--- config.mk ---
export PLATFORM = sky130hd
export DESIGN_NAME = led_breath_sched
export DESIGN_NICKNAME = d
export VERILOG_FILES = /design/src/rtl/led_breath_sched.sv
export SDC_FILE = /design/constraint.sdc
export NUM_CORES = 1
export LEC_CHECK = 0
export CELL_PAD_IN_SITES_DETAIL_PLACEMENT = 1
export CELL_PAD_IN_SITES_GLOBAL_PLACEMENT = 2
export CORE_MARGIN = 3
export CORE_UTILIZATION = 33
export DETAILED_ROUTE_END_ITERATION = 12
export PLACE_DENSITY_LB_ADDON = 0.1
export SYNTH_ARGS = -nofsm -noshare
export SYNTH_HDL_FRONTEND = slang
export SYNTH_SLANG_ARGS = --single-unit
--- constraint.sdc ---
create_clock -name clk_100M -period 2.5 [get_ports clk_100M]
set_input_delay 0.5 -clock clk_100M [delete_from_list [all_inputs] [get_ports clk_100M]]
set_output_delay 0.5 -clock clk_100M [all_outputs]
set_load 0.01 [all_outputs]
--- src/rtl/led_breath_sched.sv ---
// Multi-channel LED breathing scheduler: one shared PWM period counter and duty
// envelope (ramp up, hold on, ramp down, hold off) mapped onto LED channels.
module led_breath_sched #(
    parameter int unsigned NUM_CH       = 8,
    parameter int unsigned PERIOD       = 50000,
    parameter int unsigned STEP         = 500,
    parameter int unsigned HOLD_PERIODS = 20,
    parameter int unsigned CNT_W        = 16
) (
    input  logic              clk_100M,
    input  logic              rst,
    input  logic              en,
    input  logic [1:0]        mode,
    input  logic [3:0]        ch_sel,
    output logic [NUM_CH-1:0] led_out,
    output logic [3:0]        active_ch,
    output logic              busy,
    output logic              cycle_done
);

    localparam int unsigned SUM_W  = CNT_W + 1;
    localparam int unsigned HOLD_W = (HOLD_PERIODS > 1) ? $clog2(HOLD_PERIODS) : 1;

    localparam logic [CNT_W-1:0]  PERIOD_V  = CNT_W'(PERIOD);
    localparam logic [CNT_W-1:0]  PERIOD_M1 = CNT_W'(PERIOD - 1);
    localparam logic [CNT_W-1:0]  STEP_V    = CNT_W'(STEP);
    localparam logic [SUM_W-1:0]  PERIOD_X  = SUM_W'(PERIOD);
    localparam logic [SUM_W-1:0]  STEP_X    = SUM_W'(STEP);
    localparam logic [HOLD_W-1:0] HOLD_LAST = HOLD_W'(HOLD_PERIODS - 1);
    localparam logic [3:0]        CH_LAST   = 4'(NUM_CH - 1);
    localparam logic [4:0]        CH_LIMIT  = 5'(NUM_CH);

    typedef enum logic [2:0] {
        S_IDLE,
        S_UP,
        S_HOLD_ON,
        S_DOWN,
        S_HOLD_OFF
    } state_t;

    typedef enum logic [1:0] {
        M_SINGLE = 2'd0,
        M_CHASE  = 2'd1,
        M_ALL    = 2'd2
    } mode_t;

    state_t              state, state_d;
    mode_t               cur_mode, mode_d, mode_norm;
    logic [CNT_W-1:0]    pwm_cnt, pwm_cnt_d;
    logic [CNT_W-1:0]    duty, duty_d;
    logic [HOLD_W-1:0]   hold_cnt, hold_d;
    logic [3:0]          ch_d, ch_res;
    logic [NUM_CH-1:0]   led_d;
    logic                busy_d, done_d;
    logic                period_tick, lit;
    logic [SUM_W-1:0]    up_sum;

    // Input resolution: mode 3 behaves as single, out-of-range channel maps to 0
    always_comb begin
        mode_norm = (mode == 2'd3) ? M_SINGLE : mode_t'(mode);
        ch_res    = ({1'b0, ch_sel} < CH_LIMIT) ? ch_sel : 4'd0;
    end

    // Next-state, envelope and output logic
    always_comb begin
        period_tick = (pwm_cnt == PERIOD_M1);
        up_sum      = {1'b0, duty} + STEP_X;
        lit         = (pwm_cnt < duty);

        state_d   = state;
        mode_d    = cur_mode;
        pwm_cnt_d = period_tick ? '0 : pwm_cnt + CNT_W'(1);
        duty_d    = duty;
        hold_d    = hold_cnt;
        ch_d      = active_ch;
        done_d    = 1'b0;
        led_d     = '0;

        unique case (state)
            S_IDLE: begin
                pwm_cnt_d = '0;
                duty_d    = '0;
                hold_d    = '0;
                if (en) begin
                    state_d = S_UP;
                    mode_d  = mode_norm;
                    ch_d    = (mode_norm == M_ALL) ? 4'd0 : ch_res;
                end
            end
            S_UP: begin
                if (period_tick) begin
                    if (up_sum >= PERIOD_X) begin
                        duty_d  = PERIOD_V;
                        hold_d  = '0;
                        state_d = S_HOLD_ON;
                    end else begin
                        duty_d = up_sum[CNT_W-1:0];
                    end
                end
            end
            S_HOLD_ON: begin
                if (period_tick) begin
                    if (hold_cnt == HOLD_LAST) begin
                        hold_d  = '0;
                        state_d = S_DOWN;
                    end else begin
                        hold_d = hold_cnt + HOLD_W'(1);
                    end
                end
            end
            S_DOWN: begin
                if (period_tick) begin
                    if (duty <= STEP_V) begin
                        duty_d  = '0;
                        hold_d  = '0;
                        state_d = S_HOLD_OFF;
                    end else begin
                        duty_d = duty - STEP_V;
                    end
                end
            end
            S_HOLD_OFF: begin
                if (period_tick) begin
                    if (hold_cnt == HOLD_LAST) begin
                        hold_d  = '0;
                        done_d  = 1'b1;
                        mode_d  = mode_norm;
                        state_d = en ? S_UP : S_IDLE;
                        // A mode change restarts channel selection for the new mode
                        if (mode_norm != cur_mode) begin
                            ch_d = (mode_norm == M_SINGLE) ? ch_res : 4'd0;
                        end else begin
                            unique case (cur_mode)
                                M_CHASE:  ch_d = (active_ch == CH_LAST) ? 4'd0 : active_ch + 4'd1;
                                M_SINGLE: ch_d = ch_res;
                                default:  ch_d = 4'd0;
                            endcase
                        end
                    end else begin
                        hold_d = hold_cnt + HOLD_W'(1);
                    end
                end
            end
            default: begin
                state_d = S_IDLE;
            end
        endcase

        if (state != S_IDLE && lit) begin
            if (cur_mode == M_ALL) begin
                led_d = '1;
            end else begin
                led_d = NUM_CH'(1) << active_ch;
            end
        end

        busy_d = (state_d != S_IDLE);
    end

    // State and output registers
    always_ff @(posedge clk_100M) begin
        if (rst) begin
            state      <= S_IDLE;
            cur_mode   <= M_SINGLE;
            pwm_cnt    <= '0;
            duty       <= '0;
            hold_cnt   <= '0;
            active_ch  <= 4'd0;
            led_out    <= '0;
            busy       <= 1'b0;
            cycle_done <= 1'b0;
        end else begin
            state      <= state_d;
            cur_mode   <= mode_d;
            pwm_cnt    <= pwm_cnt_d;
            duty       <= duty_d;
            hold_cnt   <= hold_d;
            active_ch  <= ch_d;
            led_out    <= led_d;
            busy       <= busy_d;
            cycle_done <= done_d;
        end
    end

endmodule
# After elaboration in Yosys (flattened, before gate mapping)
# Cells that the tools add are included.
[op_classes]
n_eq_ne = 20
n_addsub = 5
shifts = 1
n_mux = 40
n_reduce_logical = 16
magnitude_cmp = 4
n_bitwise = 3
[op_table]
columns = ["op", "count"]
rows = [
  ["$mux W16", 4],
  ["$pmux W16 S3", 1],
  ["$mux W4", 8],
  ["$mux W5", 6],
  ["$mux W3", 9],
  ["$pmux W5 S4", 1],
  ["$add A16 B9 Y17 const B", 1],
  ["$ge A17 B16 Y1 const B", 1],
  ["$add A16 B1 Y16 const B", 1],
  ["$eq A16 B16 Y1 const B", 1],
  ["$le A16 B9 Y1 const B", 1],
  ["$lt A16 B16 Y1", 1],
  ["$pmux W4 S2", 2],
  ["$sub A16 B9 Y16 const B", 1],
  ["$pmux W3 S5", 1],
  ["$ne A2 B2 Y1 const B", 7],
  ["$reduce_bool A3 Y1", 3],
  ["$mux W2", 4],
  ["$mux W8", 1],
  ["$shl A1 B4 Y8 const A", 1],
  ["$eq A2 B2 Y1 const B", 3],
  ["$eq A3 B2 Y1 const B", 2],
  ["$reduce_and A6 Y1", 1],
  ["$reduce_or A3 Y1", 2],
  ["21 further kinds", 26],
]
[word_totals]
input_bits = 9
out_inout_bits = 14
ff_bits = 56

# Logic depth before layout (Yosys ltp)
[depth]
depth_word = 8
ltp_mapped = 11
depth_no_buf = 10

# Worst setup path after synthesis
# Ideal clock, no wire load.
[synth_timing]
path_kind = "register to register"
startpoint = "register duty[2]"
endpoint = "register duty[11]"
synth_period_minus_slack_ps = 2521
path_buffers = 2
slack_ps = -21
t_required_ps = 2414
arrival_ps = 2435
setup_time_ps = 86
stages_incl_launch_ff = 12
path_cell_list = "dfxtp_1 > ha_1 > or3_1 > buf_2 > nor2_1 > a211o_1 > a311o_1 > a32oi_1 > o31a_2 > buf_6 > nand3_2 > a221oi_2"
[synth_between]
elab_chain_cells = 5
word_cells_on_any_way = 9
cone_classes = "add/sub (2); order compare (2); mux (5)"
[synth_lines]
columns = ["item", "line_no", "rtl"]
rows = [
  ["start: declaration", "50", "logic [CNT_W-1:0] duty, duty_d;"],
  ["start signal: assignment", "176", "duty <= duty_d;"],
  ["$add A16 B9 Y17", "67", "up_sum = {1'b0, duty} + STEP_X;"],
  ["$ge A17 B16 Y1", "92", "if (up_sum >= PERIOD_X) begin"],
  ["$mux W16", "92", ""],
  ["$mux W16", "91", "if (period_tick) begin"],
  ["$pmux W16 S3 *", "79", "unique case (state)"],
]
# Mark *: on every way between the ends. The rest lies on a longest branch, timed or not. The select of a mux whose other input is x is not followed.
# A chain may end at the register's enable or synchronous reset.

# Worst setup path in the final report
[layout_timing]
startpoint = "register duty[2]"
endpoint = "register state[1]"
[layout_between]
elab_chain_cells = 5
word_cells_on_any_way = 8
cone_classes = "add/sub (1); order compare (2); mux (5)"
[layout_lines]
columns = ["item", "line_no", "rtl"]
rows = [
  ["$add A16 B9 Y17", "67", ""],
  ["$ge A17 B16 Y1", "92", ""],
  ["$mux W3", "92", ""],
  ["$mux W3", "91", ""],
  ["$pmux W3 S5 *", "79", ""],
  ["end signal: assignment", "173", "state <= state_d;"],
  ["end: declaration", "47", "state_t state, state_d;"],
]
# Mark *: on every way between the ends. The rest lies on a longest branch, timed or not.

==> out/qor.csv <==
metric,value,unit
drc,0,
violations,setup timing,
routed_wl,12.6,mm
slowest_stage,o31a_2,
worstReg2RegStart,duty[2],
max_stage_delay,0.41,ns
diodes,0,
maxCapViolCount,0,
crit_end,state[1],
cp_cell_sequence,ha_4 > or3_4 > nor3_4 > a22o_1 > a311oi_1 > o31a_2 > buf_4 > or3_1 > a211oi_2,
clk_latency,0.31,ns
synth_area_per_cell,8.01,um2
dpl_worst_slack,-0.119,ns
wl_met1,5.60,mm
ant_nets,0,
placed_cells,678,
cts_buffers,5,
worstRegToRegCells,9,
layout.cells.non_filler,697,
syn-num-nets,502,
grt_max_degree,30,
synthArstFlopShare,0,
maxUsedRoutingLayer,met4,
met2_wirelength,6.43,mm
rsz0062_at_grt,true,
die_h,112,um
wl_per_cell,18.0,um
clk_path_buf_depth,2,
ys_seq_elements,54,
layout_setup_ws,-0.0509,ns
max_freq,392,MHz
hold_path.class,reg2reg,
synth_edf_count,0,
areaGrowthSynthToFinish,35.9,%
power_leakage,0.00196,uW
seq_area_frac_synth,0.290,
maxSlewHeadroom,0.598,
cp_max_fo,7,
power_density,385,nW/um2
crit_path_start_kind,register,
period_share,1.02,
dp_hpwl,9.40,mm
fillers,1335,
tritoncts,built,
cts.clk_slew.worst_paths,0.07,ns
finalClockSkew,0.00459,ns
crit_type,reg2reg,
syn_inst,466,
worstPathRequired,2.74,ns
port_buffers,22,
grt_pass1_vias,4024,
hold_viol,0,
gp_congestion,0.913,
cts-root-buf,clkbuf_16,
tightest_slew,0.602,ns
peakVddDrop,0.318,mV
status,"complete, but fails checks",
h-tree-depth,2,
worstPathArrival,2.79,ns
r2r_slack,-0.05,ns
period_minus_slack,2.55,ns
core,10900,um2
io_pins,23,
drtPass1Iterations,4,
end_kind,register,
finalMaxSlewViolations,0,
die_area,12600,um2
grt_usage,0.206,
start_util,0.341,
antenna_found_initial,0,
vias,3775,
fin_nets,592,
cts.sinks,54,
dieWidth,112,um
synth_cell_types,71,
layout_common_cells,"buf_4 (77), dfxtp_1 (47), nor2_1 (45), nand2_1 (32), inv_1 (29)",
ys.warnings.count,0,
rows,38,
worstHoldPathCells,1,
ctsHoldBuffers,0,
setup.worst_path.start,duty[2],
grt_pass1_wl,20.8,mm
viasPerCell,5.42,
dr.first_iter.drc_count,129,
layout_commonest_cell,buf_4,
overflow,0,
ys.flop_type,dfxtp_1,
setup_viol,1,
final_layout_size_suffix_gt1_frac,0.275,
synth_area,3730,um2
met3_length,286,um
rr_endpoint,state[1],
[state kept, by name, indices dropped and copies added (netlist names)]
register,flops
active_ch,4
busy,1
cur_mode,2
cycle_done,1
duty,14
hold_cnt,5
led_out,8
pwm_cnt,16
state,3
[worst max-delay path: cells and delay by family, from the launching register on]
family	cells	cell delay, ns
flip-flops	1	0.38
adder cells (fa/ha/maj)	1	0.16
AO/OA/AOI/OAI	4	0.90
AND/OR/NAND/NOR	3	0.86
buffers and inverters	1	0.18
[area by class of cell]
class	count	area (um2)	area share
clock buffers	5	125	0.0247
well taps	140	175	0.0345
clock inverters	3	43.8	0.00863
repair buffers	110	928	0.183
flip-flops and latches	54	1090	0.216
inverters	31	119	0.0234
multi-input cells	354	2590	0.510
[where the power goes]
group | switching [uW] | leakage [uW] | internal (uW) | total (uW)
logic | 123 | 0.00144 | 98.1 | 221
clock network | 373 | 0.0000842 | 476 | 850
registers | 12.8 | 0.000440 | 869 | 882
total | 510 | 0.00196 | 1440 | 1950
[per-stage QoR]
stage	hold slack (ns)	util	power, uW	TNS, ns	cell area, um2
after floorplan	0.413	-	1010	0	3740
after global placement	0.429	0.420	1090	-0.188	4600
after detailed placement	0.453	0.420	1100	-1.05	4600
after CTS	0.471	0.443	1960	-0.120	4840
after global routing	0.454	0.464	2040	-1.80	5070
final	0.427	0.464	1950	-0.0509	5070
[synthesized netlist by cell type (3+ instances only)]
master / number / area (um2)
a211oi_1: 3 / 22.5
a21o_1: 5 / 37.5
a21oi_1: 30 / 150
a221o_1: 3 / 30.0
a221oi_2: 4 / 60.1
a22oi_1: 3 / 22.5
a31oi_1: 7 / 43.8
and3_1: 6 / 37.5
and4_1: 3 / 26.3
buf_2: 6 / 30.0
clkbuf_1: 18 / 67.6
dfxtp_1: 54 / 1080
ha_1: 27 / 338
inv_1: 30 / 113
mux2i_1: 7 / 70.1
nand2_1: 33 / 124
nand2b_1: 6 / 37.5
nand3_1: 17 / 85.1
nand3_2: 4 / 40.0
nand4_1: 10 / 62.6
nor2_1: 48 / 180
nor2b_1: 3 / 18.8
nor3_1: 14 / 70.1
nor4_1: 4 / 25.0
o211a_1: 3 / 30.0
o211ai_1: 3 / 22.5
o21a_1: 5 / 37.5
o21ai_0: 16 / 80.1
o21ai_1: 4 / 20.0
o221ai_1: 5 / 43.8
o22ai_1: 5 / 31.3
or2_2: 3 / 18.8
or3_1: 9 / 56.3
xnor2_1: 16 / 140
xor2_1: 8 / 70.1
[how the worst min path moves through the flow]
stage / to / startpoint
floorplan: pwm_cnt[0] / pwm_cnt[0]
global placement: pwm_cnt[0] / pwm_cnt[0]
detailed placement: pwm_cnt[0] / pwm_cnt[0]
CTS: pwm_cnt[0] / pwm_cnt[0]
global route: pwm_cnt[0] / pwm_cnt[0]
finish: pwm_cnt[0] / pwm_cnt[0]
[cells by family (layout without fill, tap and decap cells)]
logic type / count (synthesis) / in the layout / share of synthesized area
AOI/OAI and AO/OA: 120 / 120 / 0.234
xor gates and xnor gates: 24 / 24 / 0.0563
DFF: 54 / 54 / 0.290
and+or+nand+nor: 175 / 175 / 0.244
muxes: 7 / 7 / 0.0188
adders and majority gates: 28 / 28 / 0.0932
buffers and inverters: 58 / 149 / 0.0643
[metal layers]
layer	up-vias	global-route usage
li1	1868	-
met1	1845	0.253
met2	46	0.367
met3	16	0.0280
met4	0	0.0697
met5	-	0
[timing repair]
item | in CTS | in global routing
setup endpoints to repair | 26 | 33
gates resized for setup | 18 | 42
buffers inserted | 1 | 10
cloned | 0 | 1
pin swaps | 6 | 20
No activity file was read; power rests on OpenSTA's default activity.
